===== config.mk =====
export PLATFORM = sky130hd
export DESIGN_NAME = zero_normalizer_flat
export DESIGN_NICKNAME = d
export VERILOG_FILES = /design/src/rtl/zero_normalizer_pkg.sv /design/src/rtl/zero_normalizer_if.sv /design/src/rtl/zero_normalizer_stage.sv /design/src/rtl/zero_normalizer.sv /design/src/flat_wrapper.sv
export SDC_FILE = /design/constraint.sdc
export NUM_CORES = 1
export LEC_CHECK = 0
export CORE_ASPECT_RATIO = 1.25
export CORE_MARGIN = 2
export CORE_UTILIZATION = 45
export CTS_BUF_LIST = sky130_fd_sc_hd__clkbuf_4 sky130_fd_sc_hd__clkbuf_8
export DETAILED_ROUTE_END_ITERATION = 16
export MAX_ROUTING_LAYER = met4
export PLACE_DENSITY = 0.73
export SYNTH_ARGS = -nofsm -noshare
export SYNTH_HDL_FRONTEND = slang
export SYNTH_SLANG_ARGS = --single-unit

===== constraint.sdc =====
create_clock -name clk_i -period 1.56 [get_ports clk_i]
set_input_delay 0.156 -clock clk_i [delete_from_list [all_inputs] [get_ports clk_i]]
set_output_delay 0.156 -clock clk_i [all_outputs]
set_load 0.02 [all_outputs]

===== src/rtl/zero_normalizer_pkg.sv =====
// ============================================================================
// Module   : zero_normalizer_pkg
// Purpose  : Shared constants and stage payload for the left-normalizer and
//            the leading-zero counter that feeds it.
// Contents : ZN_WIDTH, ZN_CW  - default operand / count widths
//            zn_payload_t     - per-stage payload (data, count, zero)
// Config   : ZERO_NORMALIZER_CHECK_EN adds a 'lost' flag to the payload
// Revision : 1.0 - initial release
// ============================================================================
`default_nettype none

package zero_normalizer_pkg;

  localparam int unsigned ZN_WIDTH = 32;
  localparam int unsigned ZN_CW    = $clog2(ZN_WIDTH);

  typedef struct packed {
    logic [ZN_WIDTH-1:0] data;
    logic [ZN_CW-1:0]    count;
    logic                zero;
`ifdef ZERO_NORMALIZER_CHECK_EN
    logic                lost;   // significant bits fell off the top in the shift
`endif
  } zn_payload_t;

endpackage

`default_nettype wire


===== src/rtl/zero_normalizer_if.sv =====
// ============================================================================
// Module   : zero_normalizer_if
// Purpose  : Input and output valid/ready streams of the left-normalizer.
// Signals  : valid_i/ready_o/data_i/zcount_i/zero_i  - operand stream in
//            valid_o/ready_i/data_o/shamt_o/zero_o   - result stream out
// Modports : master - producer of operands / consumer of results
//            slave  - the normalizer itself
// Revision : 1.0 - initial release
// ============================================================================
`default_nettype none

interface zero_normalizer_if
  import zero_normalizer_pkg::*;
#(
  parameter int unsigned WIDTH = ZN_WIDTH,
  parameter int unsigned CW    = $clog2(WIDTH)
) ();

  logic             valid_i;
  logic             ready_o;
  logic [WIDTH-1:0] data_i;
  logic [CW-1:0]    zcount_i;
  logic             zero_i;
  logic             valid_o;
  logic             ready_i;
  logic [WIDTH-1:0] data_o;
  logic [CW-1:0]    shamt_o;
  logic             zero_o;

  modport master (
    output valid_i, data_i, zcount_i, zero_i, ready_i,
    input  ready_o, valid_o, data_o, shamt_o, zero_o
  );

  modport slave (
    input  valid_i, data_i, zcount_i, zero_i, ready_i,
    output ready_o, valid_o, data_o, shamt_o, zero_o
  );

endinterface

`default_nettype wire


===== src/rtl/zero_normalizer_stage.sv =====
// ============================================================================
// Module   : zero_normalizer_stage
// Purpose  : One elastic pipeline slot: payload register plus valid bit.
//            Accepts a new payload whenever the slot is empty or is being
//            drained downstream in the same cycle.
// Ports    : clk, rst_n              - clock, async active-low reset
//            in_valid/in_ready/in_data   - upstream side
//            out_valid/out_ready/out_data - downstream side
// Revision : 1.0 - initial release
// ============================================================================
`default_nettype none

module zero_normalizer_stage
  import zero_normalizer_pkg::*;
#(
  parameter type payload_t = zn_payload_t
) (
  input  logic     clk,
  input  logic     rst_n,
  input  logic     in_valid,
  output logic     in_ready,
  input  payload_t in_data,
  output logic     out_valid,
  input  logic     out_ready,
  output payload_t out_data
);

  // Ready depends only on downstream state, never on in_valid.
  assign in_ready = ~out_valid | out_ready;

  always_ff @(posedge clk or negedge rst_n) begin
    if (!rst_n) begin
      out_valid <= 1'b0;
      out_data  <= '0;
    end else if (in_ready) begin
      out_valid <= in_valid;
      // Bubbles leave the payload untouched to avoid needless toggling.
      if (in_valid) begin
        out_data <= in_data;
      end
    end
  end

endmodule

`default_nettype wire


===== src/rtl/zero_normalizer.sv =====
// ============================================================================
// Module   : zero_normalizer
// Purpose  : Two-stage pipelined left-normalizer. Shifts the operand left by
//            its leading-zero count so the MSB becomes 1 and reports the
//            shift applied. Stage 1 does the coarse shift (multiples of 4),
//            stage 2 the fine shift (0..3) into the output register.
// Ports    : clk_i, rstn_i - clock, async active-low reset
//            bus           - zero_normalizer_if.slave (operand/result streams)
//            err_o         - sticky consistency error (check build only)
// Config   : ZERO_NORMALIZER_CHECK_EN - builds err_o and its check logic
// Revision : 1.0 - initial release
// ============================================================================
`default_nettype none

module zero_normalizer
  import zero_normalizer_pkg::*;
#(
  parameter int unsigned WIDTH = ZN_WIDTH,
  localparam int unsigned CW   = $clog2(WIDTH)
) (
  input  logic clk_i,
  input  logic rstn_i,
`ifdef ZERO_NORMALIZER_CHECK_EN
  output logic err_o,
`endif
  zero_normalizer_if.slave bus
);

  // The stage payload type is sized by the package, so WIDTH must match it.
  if (WIDTH != ZN_WIDTH || WIDTH < 16) begin : g_width_check
    $error("zero_normalizer: WIDTH must equal ZN_WIDTH and be >= 16");
  end

  zn_payload_t   s1_in;
  zn_payload_t   s1_q;
  zn_payload_t   s2_in;
  zn_payload_t   s2_q;
  logic          s1_valid;
  logic          s2_ready;
  logic [CW-1:0] coarse_amt;

`ifdef ZERO_NORMALIZER_CHECK_EN
  logic [2*WIDTH-1:0] full_shift;
`endif

  // Stage 1: coarse shift by zcount[CW-1:2]*4. An all-zero operand carries
  // zero data and count so stage 2 needs no special case.
  always_comb begin
    coarse_amt  = {bus.zcount_i[CW-1:2], 2'b00};
    s1_in       = '0;
    s1_in.zero  = bus.zero_i;
    if (!bus.zero_i) begin
      s1_in.data  = bus.data_i << coarse_amt;
      s1_in.count = bus.zcount_i;
    end
`ifdef ZERO_NORMALIZER_CHECK_EN
    // Any set bit above WIDTH after the full shift is an over-count.
    full_shift = {{WIDTH{1'b0}}, bus.data_i} << bus.zcount_i;
    s1_in.lost = ~bus.zero_i & (|full_shift[2*WIDTH-1:WIDTH]);
`endif
  end

  zero_normalizer_stage #(
    .payload_t (zn_payload_t)
  ) u_s1 (
    .clk       (clk_i),
    .rst_n     (rstn_i),
    .in_valid  (bus.valid_i),
    .in_ready  (bus.ready_o),
    .in_data   (s1_in),
    .out_valid (s1_valid),
    .out_ready (s2_ready),
    .out_data  (s1_q)
  );

  // Stage 2: fine shift by count[1:0].
  always_comb begin
    s2_in      = s1_q;
    s2_in.data = s1_q.data << s1_q.count[1:0];
  end

  zero_normalizer_stage #(
    .payload_t (zn_payload_t)
  ) u_s2 (
    .clk       (clk_i),
    .rst_n     (rstn_i),
    .in_valid  (s1_valid),
    .in_ready  (s2_ready),
    .in_data   (s2_in),
    .out_valid (bus.valid_o),
    .out_ready (bus.ready_i),
    .out_data  (s2_q)
  );

  assign bus.data_o  = s2_q.data;
  assign bus.shamt_o = s2_q.count;
  assign bus.zero_o  = s2_q.zero;

`ifdef ZERO_NORMALIZER_CHECK_EN
  logic err_q;
  logic beat_bad;

  // A non-zero result must be normalized and must not have lost bits.
  assign beat_bad = bus.valid_o & ~s2_q.zero & (~s2_q.data[WIDTH-1] | s2_q.lost);

  always_ff @(posedge clk_i or negedge rstn_i) begin
    if (!rstn_i) begin
      err_q <= 1'b0;
    end else if (beat_bad) begin
      err_q <= 1'b1;
    end
  end

  // Flag on the offending beat itself, then hold until reset.
  assign err_o = err_q | beat_bad;
`endif

endmodule

`default_nettype wire


===== src/flat_wrapper.sv =====
// flat-port wrapper written by rule: the top's interface ports become plain ports
module zero_normalizer_flat import zero_normalizer_pkg::*;
#(
  parameter int unsigned WIDTH = ZN_WIDTH,
  localparam int unsigned CW   = $clog2(WIDTH)
)
  (clk_i, rstn_i, bus_valid_i, bus_data_i, bus_zcount_i, bus_zero_i, bus_ready_i, bus_ready_o, bus_valid_o, bus_data_o, bus_shamt_o, bus_zero_o);
  zero_normalizer_if #(.WIDTH(WIDTH)) bus_i ();
  input  logic clk_i;
  input  logic rstn_i;
  input wire logic [$bits(bus_i.valid_i)-1:0] bus_valid_i;
  input wire logic [$bits(bus_i.data_i)-1:0] bus_data_i;
  input wire logic [$bits(bus_i.zcount_i)-1:0] bus_zcount_i;
  input wire logic [$bits(bus_i.zero_i)-1:0] bus_zero_i;
  input wire logic [$bits(bus_i.ready_i)-1:0] bus_ready_i;
  output wire logic [$bits(bus_i.ready_o)-1:0] bus_ready_o;
  output wire logic [$bits(bus_i.valid_o)-1:0] bus_valid_o;
  output wire logic [$bits(bus_i.data_o)-1:0] bus_data_o;
  output wire logic [$bits(bus_i.shamt_o)-1:0] bus_shamt_o;
  output wire logic [$bits(bus_i.zero_o)-1:0] bus_zero_o;
  assign bus_i.valid_i = bus_valid_i;
  assign bus_i.data_i = bus_data_i;
  assign bus_i.zcount_i = bus_zcount_i;
  assign bus_i.zero_i = bus_zero_i;
  assign bus_i.ready_i = bus_ready_i;
  assign bus_ready_o = bus_i.ready_o;
  assign bus_valid_o = bus_i.valid_o;
  assign bus_data_o = bus_i.data_o;
  assign bus_shamt_o = bus_i.shamt_o;
  assign bus_zero_o = bus_i.zero_o;
  zero_normalizer #(.WIDTH(WIDTH)) u_core (.clk_i(clk_i), .rstn_i(rstn_i), .bus(bus_i));
endmodule

==> results.toml, run 1 <==
[global_routing]
groute.layer.met3.usage_pct = 3.357
global_route.overflow_total = 0
first_global_vias = 3432
antenna_violations_before_repair = 0
busiest_layer = "met2"
wire_length_of_the_first_global_routing_pass_um = 17510
tot_gr_track_use_pct = 22.34
grtUsageMet2_pct = 35.54
maximum_number_of_pins_on_one_net_before_global_route_repair = 35
met1_usage_pct = 29.05

[critical_path]
cp.required_ns = 1.81
cp-start-kind = "flip-flop"
timing.critical_path.fanout_max = 27
crit_path_end_kind = "flip-flop"
worst-r2r-cell-count = 3
worst-setup-path-type = "flip-flop to flip-flop"
worst_ep_arrival_time_ns = 1.81

[hold_path]
holdCritPathClass = "input pin to async pin"

[pwr]
power_density_mw_per_mm2 = 991.7
netSwitchingPower_mw = 1.808
vdd.ir_drop.worst_mv = 0.4137
power.sequential.fraction_pct = 43.0
leakagePower_nw = 2.499
power_frac_clock_pct = 24.8
power.switching_fraction_pct = 30.80
power.combinational.fraction_pct = 32.3
internal_power_mw = 4.063

[synth]
syn_inst = 368
synth.top_cell.area_share_pct = 44.75
synth_xor_xnor_area_share_pct = 0
yosysSeqAreaShare_pct = 44.75
number_of_enable_type_register_cells_in_the_synthesized_netlist = 0
largest_family_of_logic_cells_by_synthesized_area = "multiplexers"
synth.area.top_cells = "dfrtp_1 (45%), mux4_2 (15%), mux2_2 (10%)"
post_synth_instance_area_mm2 = 0.004362
synth_top_area_cell = "dfrtp_1"
synthesized_netlist_net_count = 410
synth.distinct_cells = 36
synthMostInstantiatedCell = "dfrtp_1"
post_synth_mux_area_share_pct = 29.46
yosys_register_bits = 78
async_flop_share_pct = 100.0
post_synth_most_frequent_cells = "dfrtp_1 (78), nand2_1 (57), mux2_2 (39), mux4_2 (30), buf_2 (19)"
synth_compound_area_share_pct = 11.19
synth_area_per_cell_um2 = 11.85
yosysWarnings = 0
adder_and_majority_gate_portion_of_the_synthesized_area_pct = 0
dominantRegCellSynth = "dfrtp_1"
area_share_of_and_or_nand_nor_cells_after_synthesis_pct = 10.44

[timing]
finalCriticalPeriod_ns = 1.562
setup_viol_count_final = 1
timing.final.hold_violations = 0
worst-slew-pin-transition_ns = 0.5444
post-route-worst-setup-slack_ns = -0.001561
finClkSkew_ns = 0.01059
timing.final.crit_share_pct = 100.1
rsz0062_at_grt = "true"
fmaxAchievable_mhz = 640.4
max_slew_margin_pct = 63.57
total_negative_setup_slacks_ns = -0.001561
number_of_max_slew_violations_in_the_final_report = 0

[cells_and_area]
layout-drive-gt1-share_pct = 30.61
final_nets = 527
insertedDiodeCount = 0
fin_util_pct = 62.26
area_added_between_synthesis_and_finish_pct = 35.74

[drt]
drt-total-wl_um = 10780
detailedRoute.firstIterationViolations = 152
avgViaCountPerCell = 5.547
routed_wire_length_per_instance_um = 17.50
detail_route.drc_violations = 0
antenna_violating_nets_post_route = 0
num_vias = 3417
detail_route.first_pass.iterations = 5

[outcome]
run_status = "finished with violations"
failed_checks = "negative setup slack"

[clock_tree]
clock_tree.root_cell = "clkbuf_8"
cts_htree_levels = 3
cts_tree = "done"
cts_made_buffers = 9
cts-root-to-sink-buffers = 2
cts.clk_slew.worst_paths_ns = 0.08
clock_sinks = 78
clock_latency_of_the_later_clocked_register_in_the_worst_skew_pair_ns = 0.37

[floorplanning]
io_pins = 82
floorplan.rows = 40
core_region_area_mm2 = 0.009509
floorplan.die.height_um = 114.1
die-area_mm2 = 0.01050
width_of_the_die_um = 92.06
initial_core_util_pct = 45.87

[placed_design]
pre_cts_slack_ns = -0.2285
post-dp-hpwl_um = 8481
globalplace.congestion = 0.9448
count_of_input_and_output_buffers = 81

[job]
max-cap-violations = 0
[path summary, 6_finish.rpt]
kind | from | end | slack, ns
hold / removal | rstn_i | u_core.u_s1.out_data[5] | 0.25
min in group clk_i | bus_zcount_i[0] | u_core.u_s1.out_data[1] | 0.35
hold reg to reg | u_core.u_s1.out_data[5] | u_core.u_s1.out_data[5] | 0.49
setup / recovery | u_core.u_s1.out_data[1] | u_core.u_s2.out_data[27] | -0.002
setup reg to reg | u_core.u_s1.out_data[1] | u_core.u_s2.out_data[27] | -0.002
max in group asynchronous | rstn_i | u_core.u_s2.out_data[22] | 0.79
[power by group through the flow]
| stage | clock (mW) | sequential [mW] | combinational, mW |
|---|---|---|---|
| finish | 1.45 | 2.52 | 1.90 |
| global route | 1.58 | 2.56 | 2.03 |
| CTS | 1.49 | 2.53 | 1.90 |
| detailed placement | 0 | 2.57 | 1.90 |
| global placement | 0 | 2.54 | 1.86 |
| floorplan | 0 | 2.74 | 0.812 |
[per-stage QoR]
stage	instances	power, mW	hold WS [ns]	instance area, um^2
floorplan	368	3.550	-0.1396	4362
finish	616	5.871	0.2463	5921
CTS	616	5.914	0.2502	5889
global route	616	6.170	0.2484	5921
global placement	599	4.407	0.08871	5677
detailed placement	599	4.463	0.09493	5677
[critical path: stages, from the launching register on]
cell	delay [ns]
dfrtp_2	0.41
buf_12	0.21
mux4_2	0.54
mux2_2	0.27
[cell families (layout without fill, tap and decap cells)]
| kind of cell | count (synthesis) | count (layout) |
|---|---|---|
| AND/OR/NAND/NOR | 98 | 98 |
| multiplexers | 86 | 86 |
| flip-flops | 78 | 78 |
| AO/OA/AOI/OAI | 73 | 73 |
| buffers and inverters | 33 | 155 |
[routing by layer]
| layer | wire (um) | share of wire [%] | up-vias |
|---|---|---|---|
| li1 | - | - | 1616 |
| met5 | 0 | 0 | - |
| met4 | 291 | 2.7 | 0 |
| met3 | 392 | 3.6 | 20 |
| met1 | 4716 | 44 | 1684 |
| met2 | 5378 | 50 | 97 |
[what timing repair did]
item,in CTS,in global routing
endpoints found under the setup margin,6,19
setup buffers,0,0
hold buffers,1,0
gates resized for setup,4,9
hold endpoints to repair,23,0
[registers in the layout, indices dropped and copies added, names as in the netlist]
name and flops:
u_core.u_s1.out_valid 1, u_core.u_s2.out_data 38, u_core.u_s1.out_data 38, u_core.u_s2.out_valid 1
[cell usage in the layout (no fill, tap or decap), types with 4 or more instances in the layout]
cell type and n:
o21ai_0 17, buf_12 9, clkdlybuf4s50_1 79, a31oi_1 4, a21oi_1 6, mux2i_1 17, a32o_1 4, nand2_1 57
nor2b_1 8, o211ai_1 9, o31ai_1 5, mux4_2 30, dfrtp_1 77, clkbuf_8 12, buf_4 46, nand4_1 4
nand2b_1 10, clkinvlp_4 4, a211oi_1 4, mux2_2 39, nor2_1 8, a22o_1 4, o21ai_1 10
[cell type report]
type	count	area [um^2]
inverters	3	11.26
clock inverters	4	30.03
well taps	126	157.7
flip-flops and latches	78	1953
fillers	774	3588
repair buffers	136	1331
multi-input cells	257	2272
clock buffers	12	165.2
Power figures use the tool's default switching activity.
==> run 2: changes to the inputs <==
--- a/config.mk
+++ b/config.mk
@@ -5,13 +5,17 @@
 export SDC_FILE = /design/constraint.sdc
 export NUM_CORES = 1
 export LEC_CHECK = 0
+export CELL_PAD_IN_SITES_DETAIL_PLACEMENT = 1
+export CELL_PAD_IN_SITES_GLOBAL_PLACEMENT = 1
 export CORE_ASPECT_RATIO = 1.25
 export CORE_MARGIN = 2
 export CORE_UTILIZATION = 45
 export CTS_BUF_LIST = sky130_fd_sc_hd__clkbuf_4 sky130_fd_sc_hd__clkbuf_8
+export CTS_CLUSTER_SIZE = 24
 export DETAILED_ROUTE_END_ITERATION = 16
+export DONT_BUFFER_PORTS = 1
 export MAX_ROUTING_LAYER = met4
-export PLACE_DENSITY = 0.73
+export PLACE_DENSITY_LB_ADDON = 0.1
 export SYNTH_ARGS = -nofsm -noshare
 export SYNTH_HDL_FRONTEND = slang
 export SYNTH_SLANG_ARGS = --single-unit
==> run 2 against run 1 <==
  * The run ends with negative hold slack left
  * Combinational power is 48% lower
  * Fmax is 2.3% higher
  * Worst setup slack better by 0.035 ns
  * Critical path type unchanged
  * Critical endpoint is now u_core.u_s2.out_data[13]
  * Largest power group unchanged
==> results.toml, run 2 (same netlist as run 1, synthesis figures left out) <==
[clock_tree]
clock_sinks = 78
cts_tree = "done"
cts_made_buffers = 9
post_cts_hold_buffer_count = 13
clock_tree.root_cell = "clkbuf_8"
cts_htree_levels = 3
cts.clk_slew.worst_paths_ns = 0.08
clock_latency_of_the_later_clocked_register_in_the_worst_skew_pair_ns = 0.35
cts-root-to-sink-buffers = 2

[pwr]
netSwitchingPower_mw = 1.613
power_density_mw_per_mm2 = 1114
vdd.ir_drop.worst_mv = 0.4000
power.combinational.fraction_pct = 18.1
design_power_total_mw = 5.471
power.sequential.fraction_pct = 51.2
power.switching_fraction_pct = 29.49
internal_power_mw = 3.858
leakagePower_nw = 2.073
power_frac_clock_pct = 30.7

[timing]
finClkSkew_ns = 0.01101
timing.final.hold_violations = 78
rsz0062_at_grt = "true"
worst-slew-pin-transition_ns = 0.5465
worst_hold_slack_ns = -0.5015
finalCriticalPeriod_ns = 1.527
timing.final.crit_share_pct = 97.87
fmaxAchievable_mhz = 655.0
number_of_max_slew_violations_in_the_final_report = 0
setup_viol_count_final = 0
max_slew_margin_pct = 62.63

[drt]
detailedRoute.firstIterationViolations = 112
detail_route.drc_violations = 0
avgViaCountPerCell = 5.998
num_vias = 3041
detail_route.first_pass.iterations = 4
antenna_violating_nets_post_route = 0
drt-total-wl_um = 11210
routed_wire_length_per_instance_um = 22.11

[floorplanning]
floorplan.die.height_um = 114.1
floorplan.rows = 40
core_region_area_mm2 = 0.009509
die-area_mm2 = 0.01050
width_of_the_die_um = 92.06
initial_core_util_pct = 45.87
io_pins = 82

[hold_path]
holdCritPathClass = "input pin to async pin"

[global_routing]
antenna_violations_before_repair = 0
wire_length_of_the_first_global_routing_pass_um = 18030
global_route.overflow_total = 0
first_global_vias = 3305
maximum_number_of_pins_on_one_net_before_global_route_repair = 79
tot_gr_track_use_pct = 23.23

[critical_path]
worst-setup-path-type = "flip-flop to flip-flop"
cp-start-kind = "flip-flop"
rrSetupSlack_ns = 0.03
worst_ep_arrival_time_ns = 1.75
cp.required_ns = 1.79
timing.critical_path.fanout_max = 28
crit_path_end_kind = "flip-flop"

[cells_and_area]
multiInputGateArea_mm2 = 0.002258
layout_commonest_cell = "dfrtp_1"
fillCellCount = 1015
layout-drive-gt1-share_pct = 28.35
layout_top_registers = "u_core.u_s1.out_data (38), u_core.u_s2.out_data (38)"
area_added_between_synthesis_and_finish_pct = 12.59
most_used_cells_in_the_layout_excluding_fill_and_tap_cells = "dfrtp_1 (77), nand2_1 (55), mux2_2 (36)"
fin_util_pct = 51.64
final_nets = 419
final_cell_count_no_fill = 507
area.sequential_mm2 = 0.001953
insertedDiodeCount = 0

[outcome]
failed_checks = "negative hold slack"
run_status = "finished with violations"

[job]
max-cap-violations = 0

[placed_design]
dp_cells = 477
count_of_input_and_output_buffers = 0
globalplace.congestion = 0.7731
post-dp-hpwl_um = 8012
-- run 2: worst max-delay path: stages (launching register included) --
cell and delay, ns:
dfrtp_2 0.39, buf_12 0.21, mux4_2 0.53, mux2_2 0.28
-- run 2: power by group through the flow --
stage	clock, mW	sequential [mW]	combinational [mW]
floorplan	0	2.74	0.812
global placement	0	2.83	0.909
detailed placement	0	2.85	0.941
CTS	1.73	2.81	0.983
global route	1.81	2.84	1.09
finish	1.68	2.80	0.989
-- run 2: cell type report --
cell class	count	share of cell area (%)
tap	126	3.210
clock inverter	4	1.427
sequential	78	39.77
timing repair buffer	28	6.293
inverter	3	0.2293
multi-input combinational	257	45.99
clock buffer	11	3.083
-- run 2: timing repair --
action | in CTS | in global routing
hold endpoints to repair | 100 | 78
gates resized for setup | 2 | 6
setup endpoints to repair | 6 | 25
pin swaps | 0 | 1
buffers inserted | 0 | 2
-- run 2: metrics by stage --
| stage | area [um^2] | setup TNS, ns | setup WS [ns] | hold WS (ns) |
|---|---|---|---|---|
| after floorplan | 4362 | 0 | 0.03162 | -0.1396 |
| after global placement | 4513 | 0 | 0.03883 | -0.1376 |
| after detailed placement | 4513 | -0.004752 | -0.003761 | -0.1377 |
| after CTS | 4870 | 0 | 0.001019 | -0.5247 |
| after global routing | 4911 | -0.1824 | -0.02140 | -0.5349 |
| final | 4911 | 0 | 0.03329 | -0.5015 |
-- run 2: path summary, 6_finish.rpt --
kind                       cells after the start               startpoint                       end
max                                            3  u_core.u_s1.out_data[1]  u_core.u_s2.out_data[13]
max in group asynchronous                      0                   rstn_i   u_core.u_s1.out_data[1]
min in group clk_i                             2              bus_ready_i     u_core.u_s2.out_valid
min reg2reg                                    2  u_core.u_s1.out_data[3]   u_core.u_s1.out_data[3]
max reg2reg                                    3  u_core.u_s1.out_data[1]  u_core.u_s2.out_data[13]
min                                            0                   rstn_i  u_core.u_s2.out_data[35]
-- run 2: per-layer routing --
layer	share of wire [%]	vias to the layer above	global-route usage, %
met4	1.7	0	7.065
met1	44	1551	30.36
met3	5.3	13	5.332
li1	-	1394	-
met2	49	83	36.57
met5	0	-	-
==> run 3: changes to the inputs <==
--- a/config.mk
+++ b/config.mk
@@ -5,6 +5,7 @@
 export SDC_FILE = /design/constraint.sdc
 export NUM_CORES = 1
 export LEC_CHECK = 0
+export CAP_MARGIN = 10
 export CELL_PAD_IN_SITES_DETAIL_PLACEMENT = 1
 export CELL_PAD_IN_SITES_GLOBAL_PLACEMENT = 1
 export CORE_ASPECT_RATIO = 1.25
==> results of run 3 <==
Same layout as run 2: the final DEF is identical, and so are final timing and power.
==> edit: new RTL, flow settings as in run 1 <==
`ZN_WIDTH`: 32 -> 16.
--- a/src/rtl/zero_normalizer_pkg.sv
+++ b/src/rtl/zero_normalizer_pkg.sv
@@ -13,3 +13,3 @@
 
-  localparam int unsigned ZN_WIDTH = 32;
+  localparam int unsigned ZN_WIDTH = 16;
   localparam int unsigned ZN_CW    = $clog2(ZN_WIDTH);
Ports: changed (resized bus_data_i, bus_data_o, bus_shamt_o and bus_zcount_i); port bits go from 82 to 48. No check against the original RTL was run, so the function may have changed too.
==> edit against run 1 <==
- largest power group unchanged
- worst setup slack improved by 0.13 ns
- via count fell by 52%
- power fell by 49%
- synthesized area fell by 47%
- non-clock buffer count fell by 72
- largest cell class is now registers
- design area fell by 49%
- sequential cell count fell by 34
- routed wire length fell by 58%
==> edit: results (changes against run 1) <==
- Critical-path top delay cell: clkdlybuf4s50_1
- Largest net degree at the start of global routing: 23 (-34%)
- Top cells by count, synth: 44 x dfrtp_1, 36 x mux2i_1, 14 x mux2_2
- Post-synth top area share: 0.478 (+0.0305)
- CP top delay family: buffers and inverters
- Reg-to-reg endpoint: u_core.u_s1.out_data[12]
- Nets: 270 (-49%)
- Post-CTS Resized: 1 (-3)
- Synth top area cells: dfrtp_1 48%, mux2i_1 16%, mux2_2 6.8%, mux2_1 3.9%, o21ai_0 2.8%
- Post-synthesis mux area share: 0.264 (-0.0306)
- Critical Path End: bus_valid_o
- CP Class: reg2out
- Hpwl dp: 3500 um (-59%)
- Outcome: completed
- Iteration-0 DRC count of the detailed router: 95 (-38%)
- CTS H-tree lvls: 2 (-1)
- Drt first pass iters: 4 (-1)
- Num Clock Sinks: 44 (-44%)
- CTS buffer count: 5 (-4)
- Non-Filler Instances: 307 (-50%)
- Post-synthesis sequential area ratio: 0.478 (+0.0305)
- Worst vdd ir: 0.462 mV (+12%)
- Post-Syn Area per Cell: 12.2 sq um (+2.8%)
- DP Area: 2910 sq um (-49%)
- Vias in the first global route: 1,611 (-53%)
- Routed WL per cell: 14.8 um (-16%)
- Actual slew at the worst max-slew pin: 0.496 ns (-0.0482 ns)
- Post-Place Cells: 299 (-50%)
- DR vias/cell: 5.35 (-3.6%)
- Crit-path max FO: 3 (-89%)
- Critical path arrival: 1.28 ns (-0.53 ns)
- Reg2reg setup slack: 0.19 ns (+0.19 ns)
- Dpl ws: -0.127 ns (+0.101 ns)
- GRT Util Overall: 0.183 (-0.0405)
- Worst skew pair latency: 0.29 ns (-0.08 ns)
- Port Buffers: 47 (-42%)
- Bufs on Longest Clock Path: 2 (unchanged)
- Switching pwr: 0.884 mW (-51%)
- FF-to-FF path depth: 6 (+3)
- RePlAce Congestion: 0.756 (-20%)
- Worst path max stage delay: 0.61 ns (+0.07 ns)
- Synth cell types: 27 (-25%)
- Clock skew: 0.00411 ns (-0.00647 ns)
- First-pass GRT wire length: 7670 um (-56%)
- Worst reg2reg path startpoint: u_core.u_s2.out_valid
- Post-synth net total: 214 (-48%)
- Peak Freq: 698 MHz (+8.9%)
- Top Registers: u_core.u_s1.out_data (21), u_core.u_s2.out_data (21)
- Share of cells above drive strength 1: 0.196 (-0.110)
## edit: cell count changes after synthesis, moves of 9 or more
| cell | delta |
|---|---|
| mux4_2 | -30 |
| mux2_2 | -25 |
| o211ai_1 | -9 |
| mux2i_1 | +19 |
| dfrtp_1 | -34 |
| buf_2 | -15 |
| nand2_1 | -46 |
## edit: kinds of logic after synthesis
group                  after synthesis
muxes                               58
DFF                                 44
AOI/OAI and AO/OA                   41
and+or+nand+nor                     29
buffers and inverters               17
## edit: final cells by class
| type | instances | area (sq um) |
|---|---|---|
| multi-input cells | 128 | 1090 |
| repair buffers | 64 | 644 |
| flip-flops and latches | 44 | 1100 |
| well taps | 62 | 77.6 |
| fillers | 437 | 2000 |
| clock buffers | 6 | 76.3 |
| clock inverters | 1 | 5.00 |
| inverters | 2 | 7.51 |
## edit: power by group through the flow
| stage | registers (mW) | logic (mW) | clock network, mW |
|---|---|---|---|
| after floorplan | 1.52 | 0.408 | 0 |
| after CTS | 1.39 | 0.939 | 0.705 |
| after global routing | 1.41 | 1.00 | 0.753 |
| final | 1.39 | 0.927 | 0.682 |
| after detailed placement | 1.42 | 0.937 | 0 |
| after global placement | 1.41 | 0.927 | 0 |
## edit: metal layers
layer	vias to the layer above	global-route usage	wire length [um]
met2	40	0.280	2220
met4	0	0.0600	56
met5	-	-	0
met3	5	0.0364	186
li1	803	-	-
met1	793	0.241	2060
## edit: worst register-to-register path: cells and delay by family, from the launching register on
kind | cells | cell delay, ns
AOI/OAI and AO/OA | 1 | 0.28
and+or+nand+nor | 2 | 0.27
buffers and inverters | 3 | 0.31
DFF | 1 | 0.40
